--- src/rtl/uart_time_reporter.sv ---
// Snapshots the stopwatch time on request and streams "HH:MM:SS.CC" (+ optional CR LF)
// to a UART transmitter one byte at a time over a start/done handshake.
module uart_time_reporter #(
    parameter bit          ADD_CRLF    = 1'b1,
    parameter int unsigned TIMEOUT_CYC = 200000
) (
    input  logic       clk,
    input  logic       rst,
    input  logic       send_req,
    input  logic [4:0] hour,
    input  logic [5:0] min,
    input  logic [5:0] sec,
    input  logic [6:0] msec,
    input  logic       tx_done,
    output logic       tx_start,
    output logic [7:0] tx_data,
    output logic       busy,
    output logic       done,
    output logic       err
);

    localparam int unsigned NBYTES = ADD_CRLF ? 13 : 11;
    localparam int unsigned IDX_W  = 4;
    localparam int unsigned CNT_W  = (TIMEOUT_CYC > 0) ? $clog2(TIMEOUT_CYC + 1) : 1;
    localparam logic [IDX_W-1:0] LAST_IDX = IDX_W'(NBYTES - 1);

    typedef enum logic [1:0] {
        S_IDLE,
        S_LOAD,
        S_START,
        S_WAIT
    } state_t;

    state_t             state_q, state_d;
    logic [IDX_W-1:0]   idx_q, idx_d;
    logic [CNT_W-1:0]   cnt_q, cnt_d;
    logic [4:0]         hour_q, hour_d;
    logic [5:0]         min_q, min_d;
    logic [5:0]         sec_q, sec_d;
    logic [6:0]         msec_q, msec_d;
    logic               tx_start_q, tx_start_d;
    logic [7:0]         tx_data_q, tx_data_d;
    logic               busy_q, busy_d;
    logic               done_q, done_d;
    logic               err_q, err_d;

    logic [15:0]        hh_asc, mm_asc, ss_asc, cc_asc;
    logic [7:0]         sel_byte;

    // Two ASCII decimal digits; anything above 99 saturates to "99".
    function automatic logic [15:0] to_ascii2(input logic [6:0] v);
        logic [3:0] tens;
        logic [3:0] ones;
        if (v > 7'd99) begin
            tens = 4'd9;
            ones = 4'd9;
        end else begin
            tens = 4'(v / 7'd10);
            ones = 4'(v % 7'd10);
        end
        return {4'h3, tens, 4'h3, ones};
    endfunction

    always_comb begin
        hh_asc = to_ascii2(7'(hour_q));
        mm_asc = to_ascii2(7'(min_q));
        ss_asc = to_ascii2(7'(sec_q));
        cc_asc = to_ascii2(msec_q);
    end

    // Byte for the index about to be launched; tx_data only changes on entry to START.
    always_comb begin
        sel_byte = 8'h00;
        case (idx_d)
            4'd0:    sel_byte = hh_asc[15:8];
            4'd1:    sel_byte = hh_asc[7:0];
            4'd2:    sel_byte = 8'h3A;
            4'd3:    sel_byte = mm_asc[15:8];
            4'd4:    sel_byte = mm_asc[7:0];
            4'd5:    sel_byte = 8'h3A;
            4'd6:    sel_byte = ss_asc[15:8];
            4'd7:    sel_byte = ss_asc[7:0];
            4'd8:    sel_byte = 8'h2E;
            4'd9:    sel_byte = cc_asc[15:8];
            4'd10:   sel_byte = cc_asc[7:0];
            4'd11:   sel_byte = 8'h0D;
            4'd12:   sel_byte = 8'h0A;
            default: sel_byte = 8'h00;
        endcase
        tx_data_d = (state_d == S_START) ? sel_byte : tx_data_q;
    end

    always_comb begin
        state_d = state_q;
        idx_d   = idx_q;
        cnt_d   = cnt_q;
        hour_d  = hour_q;
        min_d   = min_q;
        sec_d   = sec_q;
        msec_d  = msec_q;
        done_d  = 1'b0;
        err_d   = 1'b0;

        case (state_q)
            S_IDLE: begin
                if (send_req) begin
                    hour_d  = hour;
                    min_d   = min;
                    sec_d   = sec;
                    msec_d  = msec;
                    idx_d   = '0;
                    state_d = S_LOAD;
                end
            end
            S_LOAD: begin
                state_d = S_START;
            end
            S_START: begin
                cnt_d   = '0;
                state_d = S_WAIT;
            end
            S_WAIT: begin
                cnt_d = cnt_q + CNT_W'(1);
                if (tx_done) begin
                    if (idx_q == LAST_IDX) begin
                        idx_d   = '0;
                        done_d  = 1'b1;
                        state_d = S_IDLE;
                    end else begin
                        idx_d   = idx_q + IDX_W'(1);
                        state_d = S_START;
                    end
                end else if ((TIMEOUT_CYC != 0) && ((32'(cnt_q) + 32'd1) == TIMEOUT_CYC)) begin
                    idx_d   = '0;
                    err_d   = 1'b1;
                    state_d = S_IDLE;
                end
            end
            default: begin
                state_d = S_IDLE;
            end
        endcase

        // Outputs are registered from the next state so tx_start lines up with START.
        tx_start_d = (state_d == S_START);
        busy_d     = (state_d != S_IDLE);
    end

    always_ff @(posedge clk) begin
        if (rst) begin
            state_q    <= S_IDLE;
            idx_q      <= '0;
            cnt_q      <= '0;
            hour_q     <= '0;
            min_q      <= '0;
            sec_q      <= '0;
            msec_q     <= '0;
            tx_start_q <= 1'b0;
            tx_data_q  <= 8'h00;
            busy_q     <= 1'b0;
            done_q     <= 1'b0;
            err_q      <= 1'b0;
        end else begin
            state_q    <= state_d;
            idx_q      <= idx_d;
            cnt_q      <= cnt_d;
            hour_q     <= hour_d;
            min_q      <= min_d;
            sec_q      <= sec_d;
            msec_q     <= msec_d;
            tx_start_q <= tx_start_d;
            tx_data_q  <= tx_data_d;
            busy_q     <= busy_d;
            done_q     <= done_d;
            err_q      <= err_d;
        end
    end

    assign tx_start = tx_start_q;
    assign tx_data  = tx_data_q;
    assign busy     = busy_q;
    assign done     = done_q;
    assign err      = err_q;

endmodule

--- config.mk ---
export PLATFORM = sky130hd
export DESIGN_NAME = uart_time_reporter
export DESIGN_NICKNAME = d
export VERILOG_FILES = /design/src/rtl/uart_time_reporter.sv
export SDC_FILE = /design/constraint.sdc
export NUM_CORES = 1
export LEC_CHECK = 0
export BUFFER_PORTS_ARGS = -buffer_cell sky130_fd_sc_hd__buf_4
export CAP_MARGIN = 20
export CELL_PAD_IN_SITES_DETAIL_PLACEMENT = 1
export CELL_PAD_IN_SITES_GLOBAL_PLACEMENT = 1
export CORE_ASPECT_RATIO = 0.9
export CORE_MARGIN = 1
export CORE_UTILIZATION = 49
export CTS_BUF_LIST = sky130_fd_sc_hd__clkbuf_8
export CTS_CLUSTER_SIZE = 20
export DETAILED_ROUTE_END_ITERATION = 10
export PLACE_DENSITY = 0.86
export SKIP_LAST_GASP = 1
export SYNTH_ARGS = -nofsm -noshare
export SYNTH_HDL_FRONTEND = slang
export SYNTH_SLANG_ARGS = --single-unit
--- constraint.sdc ---
create_clock -name clk -period 8.3 [get_ports clk]
set_input_delay 0 -clock clk [delete_from_list [all_inputs] [get_ports clk]]
set_output_delay 0 -clock clk [all_outputs]
set_load 0.02 [all_outputs]
# Word level (Yosys, flattened, before mapping)
# Index checks and enable logic that the tools add are counted.
[word_totals] reg_bits=60 wordCells=74
[classes] add_sub_neg=3 n_div=8 magnitude_cmp=3 n_eq_ne=18 n_mux=20 bitwise=2 reduce_logical=8
[op_table] cell="$pmux W6 S12" count=1
[op_table] cell="$mux W4" count=10
[op_table] cell="$pmux W18 S2" count=1
[op_table] cell="$eq A4 B4 Y1 const B" count=6
[op_table] cell="$add A18 B1 Y19 const B" count=1
[op_table] cell="$eq A19 B18 Y1 const B" count=1
[op_table] cell="$add A18 B1 Y18 const B" count=1
[op_table] cell="$eq A4 B3 Y1 const B" count=4
[op_table] cell="$div A6 B4 Y7 const B" count=2
[op_table] cell="$gt A6 B7 Y1 const B" count=2
[op_table] cell="$mod A6 B4 Y7 const B" count=2
[op_table] cell="$eq A4 B2 Y1 const B" count=2
[op_table] cell="$mux W2" count=4
[op_table] cell="$pmux W2 S4" count=1
[op_table] cell="$pmux W4 S2" count=1
[op_table] cell="$div A5 B4 Y7 const B" count=1
[op_table] cell="$div A7 B4 Y7 const B" count=1
[op_table] cell="$gt A7 B7 Y1 const B" count=1
[op_table] cell="$mod A5 B4 Y7 const B" count=1
[op_table] cell="$mod A7 B4 Y7 const B" count=1
[op_table] cell="$eq A2 B2 Y1 const B" count=3
[op_table] cell="$reduce_or A3 Y1" count=2
[op_table] cell="$add A4 B1 Y4 const B" count=1
[op_table] cell="$eq A4 B1 Y1 const B" count=1
[op_table] cell="8 further kinds" count=11

# Logic depth before layout (Yosys ltp)
[depth] depth_word=8 ltp_mapped=19 mapped_depth_nobuf=17

# Worst setup path after synthesis
# Ideal clock, no wire load.
[synth_timing] path_type="register to register" startpoint="register msec_q[6]" endpoint="register tx_data_q[3], in the netlist tx_data[3]" arrival_time_ps=3404 slack_ps=4808 stages_incl_launch_ff=16 n_path_buf=3 synth_period_minus_slack_ps=3492 cell_sequence="dfxtp_1 -> clkbuf_1 -> clkbuf_1 -> o21ai_0 -> a22oi_1 -> nor2_1 -> a221oi_1 -> ha_1 -> clkbuf_1 -> a21oi_1 -> or3b_2 -> a31oi_1 -> a221oi_1 -> a222oi_1 -> nand2_1 -> a311oi_2"
[synth_between] elab_chain_cells=3 word_cells_on_any_way=6 cone_classes="div (2); order compare (1); mux (3)"
[synth_rtl] item="from (decl)" line="40" text="logic [6:0] msec_q, msec_d;"
[synth_rtl] item="from (signal assigned)" line="170" text="msec_q <= msec_d;"
[synth_rtl] item="$mod A7 B4 Y7 (tied with other cells)" line="59" text="ones = 4'(v % 7'd10);"
[synth_rtl] item="$mux W4" line="54" text="if (v > 7'd99) begin"
[synth_rtl] item="$pmux W6 S12 (*)" line="74" text="case (idx_d)"
[synth_rtl] item="to (signal assigned)" line="172" text="tx_data_q <= tx_data_d;"
[synth_rtl] item="to (decl)" line="42" text="logic [7:0] tx_data_q, tx_data_d;"
# Every way passes the cells marked *; elsewhere a longest branch is shown, timed or not.
# A chain may end at the register's enable or synchronous reset.

# Final worst setup path
[layout_timing] startpoint="register msec_q[4]" endpoint="register tx_data_q[2], in the netlist tx_data[2]"
# The elaborated chain is that of the path after synthesis.

==> metrics.txt <==
status complete, no violations; area delta synth->final 16.5%; Vias 4595; Psw 0.492 mW; Final Skew 0.0118 ns; initial antenna violation count 0; number of synthesized flops with an enable pin 0; Initial DRC Count 238; post-route ant nets 0; Final nets 668; Yosys top cell area share 27.2%; CTS tree yes; Synth top cells by count nand2_1, a21oi_1, dfxtp_1; DR vias/cell 6.14; setup TNS 0 ns; Mapped Area 4270 sq um; wire per inst 17.9 um; Post-CTS Setup Inserts 0; Net Sw Frac 42.6%; Seq/Total Area, Yosys 27.2%; H-Tree Depth 3; Yosys warnings 0; Critical Path RT 8.58 ns; upper clock frequency limit 0.240 GHz; cell taking the most area after synthesis dfxtp_1; share of post-route cells with drive strength above 1 11.5%; Die W 100 um; register share of total power 33.0%; first-pass GRT wire length 22.6 mm; Slew Limit Headroom 36.9%; ys async rst share 0%; Worst Tran Pin Value 0.947 ns; Clock transition at path regs 0.07 ns; CTS max path bufs 2; clock share of power 23.9%; DRC Markers 0; Clk Latency, worst-skew pair 0.35 ns; synthesized area per cell 7.16 sq um; port bufs 37; MaxCap Viol Count 0; period utilization 50.3%; CP max FO 22; post-CTS sizing 0; initial core utilization 51.6%; gpl congestion 0.879; GR Overflow Total 0; Detailed Place HPWL 8.86 mm; capturing element type of the critical path flip-flop; Fin. Hold Viols 0; vias in the first global route 4630; Final min period 4.17 ns; Critical Path AT 4.45 ns; Netlist cell types 72; Post-Synthesis Cells 596; Area contributors post-synth dfxtp_1, a21oi_1, nand2_1; Final Slew Violations 0; TritonCTS Buffers 9; Final Non-Filler Cells 748; Site Rows 31; CTS root buf clkbuf_8; PD cells 232 nW/um^2; Core Box Area 8260 sq um; most numerous cell in the Yosys netlist nand2_1; WS Path Type reg2reg; unrepaired setup endpoints after global routing no; largest net degree at the start of global routing 57; Die Area 9090 sq um; Finish-stage setup viols 0; hold_buf cts 25; IO Pins 40; Diodes inserted 0; Pint 0.662 mW; HP Class in2reg; Inst Count DP 706; Chip Height 90.5 um; predominant post-synthesis flop cell dfxtp_1; type of origin of the critical path flip-flop; gr usage total 30.8%; drt total wl 13.4 mm; Yosys reg bits 58; detailed-router iteration count before antenna repair 4; maximum VDD drop 135 uV; leak pwr 1.79 nW; # clock sinks 58; combinational group share of total power 43.1%
critical path: stages (launching register included):
cell and delay (ns):
dfxtp_1 0.79, nand2b_1 0.28, o21ai_0 0.13, a22oi_1 0.18, nor2_1 0.07, a221oi_1 0.36, ha_1 0.56, nand3_1 0.14
a32o_1 0.31, a211oi_1 0.24, a311o_1 0.25, mux2i_1 0.22, nand2_1 0.07, a221o_1 0.35, a31oi_1 0.15
through the flow:
| stage | worst slack, ns | hold WS, ns | util [%] | cell area [sq um] | total power, mW |
|---|---|---|---|---|---|
| after global placement | 4.54 | 0.246 | 54.6 | 4510 | 0.830 |
| after global routing | 3.76 | 0.148 | 60.2 | 4970 | 1.23 |
| after CTS | 4.21 | 0.119 | 60.1 | 4960 | 1.15 |
| after floorplan | 4.81 | 0.136 | - | 4270 | 0.737 |
| after detailed placement | 4.27 | 0.258 | 54.6 | 4510 | 0.858 |
| final | 4.13 | 0.147 | 60.2 | 4970 | 1.15 |
layer usage:
layer / global-route usage, % / vias up / part of all wire [%]
li1: - / 2219 / -
met1: 40.1 / 2250 / 47
met2: 52.1 / 107 / 48
met3: 5.26 / 19 / 4.1
met4: 8.33 / 0 / 1.2
met5: 0 / - / 0
cell families after synthesis:
group,count (synthesis),share of synthesized area (%)
other,1,0.0879
XOR/XNOR,12,2.46
AO/OA/AOI/OAI,199,30.0
multiplexers,12,2.99
buffers and inverters,70,6.74
flip-flops,58,27.2
AND/OR/NAND/NOR,232,27.0
adder cells (fa/ha/maj),12,3.52
registers in the layout (all words and copies together), names as in the netlist:
register,flops
cnt_q,18
msec_q,7
min_q,6
sec_q,6
tx_data,6
hour_q,5
idx_q,4
state_q,2
busy,1
done,1
err,1
tx_start,1
cell usage in the layout, fill, tap and decap left out, types with 3 or more instances in the layout:
cell / netlist / layout
a41oi_1: 5 / 5
nor2_1: 45 / 45
nor3_1: 15 / 15
dlygate4sd3_1: 0 / 25
and3_1: 4 / 4
o22ai_1: 6 / 6
a21oi_1: 68 / 68
mux2i_1: 9 / 9
dfxtp_1: 58 / 58
nor2b_1: 11 / 11
or3_1: 5 / 5
or2_2: 3 / 3
clkbuf_8: 0 / 10
a211oi_1: 7 / 7
o211ai_1: 4 / 4
a221o_1: 3 / 3
nand3b_1: 4 / 4
a311oi_1: 10 / 10
a21o_1: 8 / 8
inv_1: 26 / 26
xnor2_1: 10 / 10
a31oi_1: 8 / 8
nor3b_1: 7 / 7
nand4_1: 7 / 7
ha_1: 12 / 12
o21a_1: 4 / 4
buf_4: 2 / 38
o31ai_1: 3 / 3
nand2b_1: 11 / 11
nand2_1: 85 / 85
nor4_1: 7 / 7
a32oi_1: 3 / 3
clkinvlp_4: 0 / 3
o311ai_0: 3 / 3
nand3_1: 12 / 12
a21boi_0: 4 / 4
o21ai_0: 42 / 42
power groups by stage:
| stage | logic, mW | registers (mW) | clock network (mW) |
|---|---|---|---|
| after floorplan | 0.379 | 0.358 | 0 |
| final | 0.498 | 0.381 | 0.275 |
| after global placement | 0.448 | 0.382 | 0 |
| after detailed placement | 0.473 | 0.385 | 0 |
| after CTS | 0.489 | 0.380 | 0.281 |
| after global routing | 0.551 | 0.389 | 0.294 |
area by class of cell:
cell class,instances,area [sq um]
Fill cell,1058,3290
Multi-Input combinational cell,469,2820
Timing Repair Buffer,64,543
Inverter,26,97.6
Clock inverter,6,66.3
Clock buffer,10,138
Tap cell,115,144
Sequential cell,58,1160
worst paths after layout:
kind                     startpoint                      end  slack [ns]  cells after the start
max          msec_q[4]$_SDFFE_PP0P_  tx_data[2]$_SDFFE_PP0P_        4.13                     14
min                             rst   cnt_q[11]$_SDFFE_PP0P_        0.15                      2
max reg2reg  msec_q[4]$_SDFFE_PP0P_  tx_data[2]$_SDFFE_PP0P_        4.13                     14
min reg2reg   min_q[1]$_SDFFE_PP0P_    min_q[1]$_SDFFE_PP0P_        0.48                      2
Note: power is estimated with default switching activity, not from simulation.
